### src/rtl/fp_add_pipe.sv
// fp_add_pipe: pipelined sign/exponent/mantissa floating-point adder-subtractor.
// Input register, align, add and normalise stages; one result per clock, latency 3.
module fp_add_pipe #(
  parameter int EW = 6,
  parameter int MW = 12
) (
  input  logic          Clock,
  input  logic          Reset,
  input  logic          InValid,
  input  logic          Sub,
  input  logic          SignA,
  input  logic          SignB,
  input  logic [EW-1:0] ExponentA,
  input  logic [EW-1:0] ExponentB,
  input  logic [MW-1:0] MantissaA,
  input  logic [MW-1:0] MantissaB,
  output logic          OutValid,
  output logic          SignOut,
  output logic [EW-1:0] ExponentOut,
  output logic [MW-1:0] MantissaOut,
  output logic          Overflow,
  output logic          Underflow,
  output logic          Zero
);
  localparam int LZW = $clog2(MW + 1);
  localparam logic [EW-1:0] EMAX = '1;

  function automatic logic [LZW-1:0] lead_zeros(input logic [MW-1:0] v);
    logic [LZW-1:0] n;
    logic           hit;
    n   = '0;
    hit = 1'b0;
    for (int i = MW - 1; i >= 0; i--) begin
      if (!hit && !v[i]) n = n + LZW'(1);
      else               hit = 1'b1;
    end
    return n;
  endfunction

  // Alignment shifts of MW or more leave nothing of the small mantissa.
  function automatic logic [MW-1:0] align_shift(input logic [MW-1:0] m, input logic [EW-1:0] sh);
    return (32'(sh) >= MW) ? '0 : (m >> sh);
  endfunction

  logic          vld_p0_q, vld_p1_q, vld_p2_q;
  logic          sub_p0_q, sa_p0_q, sb_p0_q;
  logic [EW-1:0] ea_p0_q, eb_p0_q;
  logic [MW-1:0] ma_p0_q, mb_p0_q;

  always_ff @(posedge Clock) begin
    if (Reset) begin
      vld_p0_q <= 1'b0;
      vld_p1_q <= 1'b0;
      vld_p2_q <= 1'b0;
    end else begin
      vld_p0_q <= InValid;
      vld_p1_q <= vld_p0_q;
      vld_p2_q <= vld_p1_q;
    end
  end

  // p0: operand capture
  always_ff @(posedge Clock) begin
    if (InValid) begin
      sub_p0_q <= Sub;
      sa_p0_q  <= SignA;
      sb_p0_q  <= SignB;
      ea_p0_q  <= ExponentA;
      eb_p0_q  <= ExponentB;
      ma_p0_q  <= MantissaA;
      mb_p0_q  <= MantissaB;
    end
  end

  // p0 -> p1: swap so L >= S by magnitude, then align S
  logic          sbe, a_big, sl_d, ss, op_d;
  logic [EW-1:0] el_d, es, diff;
  logic [MW-1:0] ml_d, ms_raw, ms_d;

  always_comb begin
    sbe    = sb_p0_q ^ sub_p0_q;
    a_big  = {ea_p0_q, ma_p0_q} >= {eb_p0_q, mb_p0_q};
    sl_d   = a_big ? sa_p0_q : sbe;
    ss     = a_big ? sbe     : sa_p0_q;
    el_d   = a_big ? ea_p0_q : eb_p0_q;
    es     = a_big ? eb_p0_q : ea_p0_q;
    ml_d   = a_big ? ma_p0_q : mb_p0_q;
    ms_raw = a_big ? mb_p0_q : ma_p0_q;
    diff   = el_d - es;
    ms_d   = align_shift(ms_raw, diff);
    op_d   = sl_d ^ ss;
  end

  logic          sl_p1_q, op_p1_q;
  logic [EW-1:0] el_p1_q;
  logic [MW-1:0] ml_p1_q, ms_p1_q;

  always_ff @(posedge Clock) begin
    sl_p1_q <= sl_d;
    op_p1_q <= op_d;
    el_p1_q <= el_d;
    ml_p1_q <= ml_d;
    ms_p1_q <= ms_d;
  end

  // p1 -> p2: magnitude add/subtract; the swap keeps the difference non-negative
  logic [MW:0] sum_d;

  always_comb begin
    sum_d = op_p1_q ? ({1'b0, ml_p1_q} - {1'b0, ms_p1_q})
                    : ({1'b0, ml_p1_q} + {1'b0, ms_p1_q});
  end

  logic          sl_p2_q;
  logic [EW-1:0] el_p2_q;
  logic [MW:0]   sum_p2_q;

  always_ff @(posedge Clock) begin
    sl_p2_q  <= sl_p1_q;
    el_p2_q  <= el_p1_q;
    sum_p2_q <= sum_d;
  end

  // p2 -> output: normalise with exponent saturation and flush-to-zero
  logic [LZW-1:0] lz;
  logic           so_d, ov_d, uf_d, z_d;
  logic [EW-1:0]  eo_d;
  logic [MW-1:0]  mo_d;

  always_comb begin
    lz   = lead_zeros(sum_p2_q[MW-1:0]);
    so_d = 1'b0;
    eo_d = '0;
    mo_d = '0;
    ov_d = 1'b0;
    uf_d = 1'b0;
    z_d  = 1'b0;
    if (sum_p2_q == '0) begin
      z_d = 1'b1;
    end else if (sum_p2_q[MW]) begin
      so_d = sl_p2_q;
      if (el_p2_q == EMAX) begin
        eo_d = EMAX;
        mo_d = '1;
        ov_d = 1'b1;
      end else begin
        eo_d = el_p2_q + EW'(1);
        mo_d = sum_p2_q[MW:1];
      end
    end else if (32'(el_p2_q) >= 32'(lz)) begin
      so_d = sl_p2_q;
      eo_d = el_p2_q - EW'(lz);
      mo_d = sum_p2_q[MW-1:0] << lz;
    end else begin
      uf_d = 1'b1;
      z_d  = 1'b1;
    end
  end

  logic          vld_p3_q, so_p3_q, ov_p3_q, uf_p3_q, z_p3_q;
  logic [EW-1:0] eo_p3_q;
  logic [MW-1:0] mo_p3_q;

  always_ff @(posedge Clock) begin
    if (Reset) begin
      vld_p3_q <= 1'b0;
      so_p3_q  <= 1'b0;
      eo_p3_q  <= '0;
      mo_p3_q  <= '0;
      ov_p3_q  <= 1'b0;
      uf_p3_q  <= 1'b0;
      z_p3_q   <= 1'b0;
    end else begin
      vld_p3_q <= vld_p2_q;
      if (vld_p2_q) begin
        so_p3_q <= so_d;
        eo_p3_q <= eo_d;
        mo_p3_q <= mo_d;
        ov_p3_q <= ov_d;
        uf_p3_q <= uf_d;
        z_p3_q  <= z_d;
      end
    end
  end

  assign OutValid    = vld_p3_q;
  assign SignOut     = so_p3_q;
  assign ExponentOut = eo_p3_q;
  assign MantissaOut = mo_p3_q;
  assign Overflow    = ov_p3_q;
  assign Underflow   = uf_p3_q;
  assign Zero        = z_p3_q;

endmodule

### config.mk
export PLATFORM = sky130hd
export DESIGN_NAME = fp_add_pipe
export DESIGN_NICKNAME = d
export VERILOG_FILES = /design/src/rtl/fp_add_pipe.sv
export SDC_FILE = /design/constraint.sdc
export NUM_CORES = 1
export LEC_CHECK = 0
export BUFFER_PORTS_ARGS = -buffer_cell sky130_fd_sc_hd__buf_2
export CORE_UTILIZATION = 27
export CTS_CLUSTER_SIZE = 40
export DETAILED_ROUTE_END_ITERATION = 8
export MAX_ROUTING_LAYER = met4
export PLACE_DENSITY = 0.5
export SLEW_MARGIN = 15
export SYNTH_ARGS = -nofsm -noshare
export SYNTH_HDL_FRONTEND = slang
export SYNTH_SLANG_ARGS = --single-unit
export TNS_END_PERCENT = 100
### constraint.sdc
create_clock -name Clock -period 8.2 [get_ports Clock]
set_input_delay 1.64 -clock Clock [delete_from_list [all_inputs] [get_ports Clock]]
set_output_delay 1.64 -clock Clock [all_outputs]
set_load 0.005 [all_outputs]
==> impl_metrics.csv <==
group,metric,value,unit
outcome,status,"finished clean",
routing,vias,5479,
cts,clock_sinks,117,
cts,clk_pin_slew,0.06,ns
global_route,grt_pass1_vias,5390,
critical_path,startpoint_type,"flop",
cts,hold_buffers,0,
global_route,grt_pass1_wl,26800,µm
floorplan,rows,58,
power,peakVddDrop,0.000115,V
routing,vias_per_cell,4.75,
timing,setup_slack,1.15,ns
finish,layout-drive-gt1-share,0.156,
global_route,antenna_found_initial,0,
logic_synthesis,synth.distinct_cells,79,
finish,syn_to_final_growth,16.9,%
logic_synthesis,ys_seq_area_frac,0.386,
timing,tns,0,ns
critical_path,critPathSlowestCell,"xor3_1",
floorplan,core_region_area,25500,µm²
logic_synthesis,syn_nets,849,
timing,maxSlewHeadroom,0.419,
logic_synthesis,netlist_area,7080,µm²
cts,cts_tree,"done",
placement,place.detailed.hpwl,12300,µm
cts,cts_resized,0,
power,p_leak,3.37,nW
placement,placedCellCount,1121,
critical_path,worstPathArrival,7.34,ns
critical_path,crit_required,8.49,ns
cts,cts-htree-levels,4,
routing,drc_errors,0,
critical_path,critical-path-top-delay-family,"adder cells",
logic_synthesis,synthFlopType,"dfxtp_1",
floorplan,die_x,164,µm
job,max-cap-violations,0,
critical_path,endpoint_kind,"flop",
finish,register_area,2730,µm²
logic_synthesis,synth_seq_cells,117,
timing,min_period,7.05,ns
timing,rsz0062_at_grt,"no",
logic_synthesis,synth_warnings,0,
critical_path,critPathMaxStageDelay,0.68,ns
global_route,grtUsageTotal,0.132,
critical_path,cp.buffers_inverters,3,
floorplan,initial_core_util,0.278,
cts,post-cts-setup-buffers,0,
finish,nets,901,
cts,cts-root-buf,"clkbuf_16",
routing,drt.antenna.violating_nets,0,
finish,fillers,2686,
placement,numPortBuffers,64,
floorplan,die_h,164,µm
logic_synthesis,synth-edff-count,39,
logic_synthesis,synth_cells,758,
placement,dp_slack,1.20,ns
finish,final_util,0.325,
placement,routabilityCongestion,0.899,
routing,wirelength,16300,µm
cts,clockBufferDepth,2,
timing,setup_viol,0,
timing,clock_skew,0.0132,ns
timing,finalHoldViolCount,0,
cts,numCtsBuffers,17,
critical_path,critPathMaxFanout,11,
timing,tightest_slew,0.871,ns
power,powerDensity,350,nW/µm²
logic_synthesis,syn_avg_cell_area,9.34,µm²
timing,fin_crit_sh,0.859,
global_route,grt_max_degree,56,
finish,multi_input_comb_area,4020,µm²
timing,slew_viol_final,0,
routing,avgRoutedWirePerCell,14.1,µm
timing,fmax,142,MHz
hold_path,hp-class,"flop to flop",
global_route,grt-ovfl-total,0,
critical_path,cpMostUsedCell,"ha_1",
routing,initialDrtViolationCount,282,
cts,insertion_delay,0.42,ns
finish,num_antenna_cells,0,
finish,layout.cells.non_filler,1153,
power,p_total,2.89,mW
routing,first_pass_iters,5,
floorplan,ioPinCount,65,
critical_path,worstSetupPathType,"flop to flop",
floorplan,die_area,26900,µm²
logic_synthesis,synthArstFlopShare,0,
[worst register-to-register path: cells and delay by family (launching register included)]
family | cells | cell delay (ns)
AOI/OAI and AO/OA | 10 | 1.76
and+or+nand+nor | 8 | 1.32
adders and majority gates | 6 | 1.80
buffers and inverters | 3 | 0.43
xor gates and xnor gates | 1 | 0.68
DFF | 1 | 0.47
muxes | 3 | 0.48
[final cells by class]
cell class | instances | share of cell area
Clock inverter | 13 | 0.0175
Inverter | 46 | 0.0209
Timing Repair Buffer | 66 | 0.0405
Multi-Input combinational cell | 562 | 0.485
Tap cell | 330 | 0.0499
Sequential cell | 117 | 0.330
Clock buffer | 19 | 0.0561
[Yosys cell counts (11+ instances only)]
| library cell | instances | area, µm² |
|---|---|---|
| nand2b_1 | 11 | 68.8 |
| o21ai_0 | 63 | 315 |
| nand3_1 | 14 | 70.1 |
| nor2_1 | 61 | 229 |
| mux2i_1 | 45 | 450 |
| nor3_1 | 16 | 80.1 |
| a21oi_1 | 45 | 225 |
| ha_1 | 47 | 588 |
| clkbuf_1 | 21 | 78.8 |
| nor2b_1 | 18 | 113 |
| dfxtp_1 | 78 | 1560 |
| inv_1 | 45 | 169 |
| xnor2_1 | 25 | 219 |
| edfxtp_1 | 39 | 1170 |
| nand2_1 | 73 | 274 |
[per-layer routing]
metal	up-vias	share of wire	GRT usage
met4	0	0.0097	0.0442
met3	10	0.040	0.0293
met5	-	0	-
met1	2521	0.48	0.160
met2	114	0.47	0.215
li1	2834	-	-
[per-stage QoR]
step	instance area (µm²)	hold WS [ns]
floorplan	7080	0.310
global placement	7670	0.315
detailed placement	7670	0.312
CTS	8280	0.325
global route	8280	0.326
finish	8280	0.325
[cell usage in the layout (no fill, tap or decap), drive strengths merged, types with 6 or more instances in the layout]
cell type and n:
nor3 16, ha 47, dfxtp 78, nor2b 18, and3 6, a211oi 6
mux2 6, nand2 73, a221oi 8, buf 66, clkinv 6, o21ai 66
a21o 7, mux2i 46, inv 49, nand2b 11, nand3 14, clkbuf 19
xnor2 26, edfxtp 39, and2 8, a21oi 46, a31oi 7, xor2 9
nor2 61
[worst paths after layout]
kind	start	end	slack (ns)	depth (start not counted)
min reg2reg	el_p1_q[4]	el_p2_q[4]	0.32	0
max reg2reg	sum_p2_q[10]	MantissaOut[8]	1.15	31
min	el_p1_q[4]	el_p2_q[4]	0.32	0
max	sum_p2_q[10]	MantissaOut[8]	1.15	31
[flip-flops by register name, indices dropped and copies added, names as in the netlist, 6 cells and up]
register	flops
el_p2_q	6
MantissaOut	12
ma_p0_q	12
el_p1_q	6
sum_p2_q	13
ExponentOut	6
mb_p0_q	12
ea_p0_q	6
eb_p0_q	6
ms_p1_q	12
ml_p1_q	12
[power breakdown]
group	switching, mW	total, mW	internal, mW
clock network	0.281	0.758	0.477
registers	0.151	0.857	0.706
logic	0.717	1.28	0.561
[kinds of logic (layout without fill, tap and decap cells)]
logic type / after synthesis / count (layout) / synth area share
AND/OR/NAND/NOR: 230 / 230 / 0.158
AO/OA/AOI/OAI: 190 / 190 / 0.178
flip-flops: 117 / 117 / 0.386
buffers and inverters: 79 / 144 / 0.0468
multiplexers: 57 / 57 / 0.0910
adder cells (fa/ha/maj): 49 / 49 / 0.0887
XOR/XNOR: 36 / 36 / 0.0514
No activity file was read; power rests on OpenSTA's default activity.
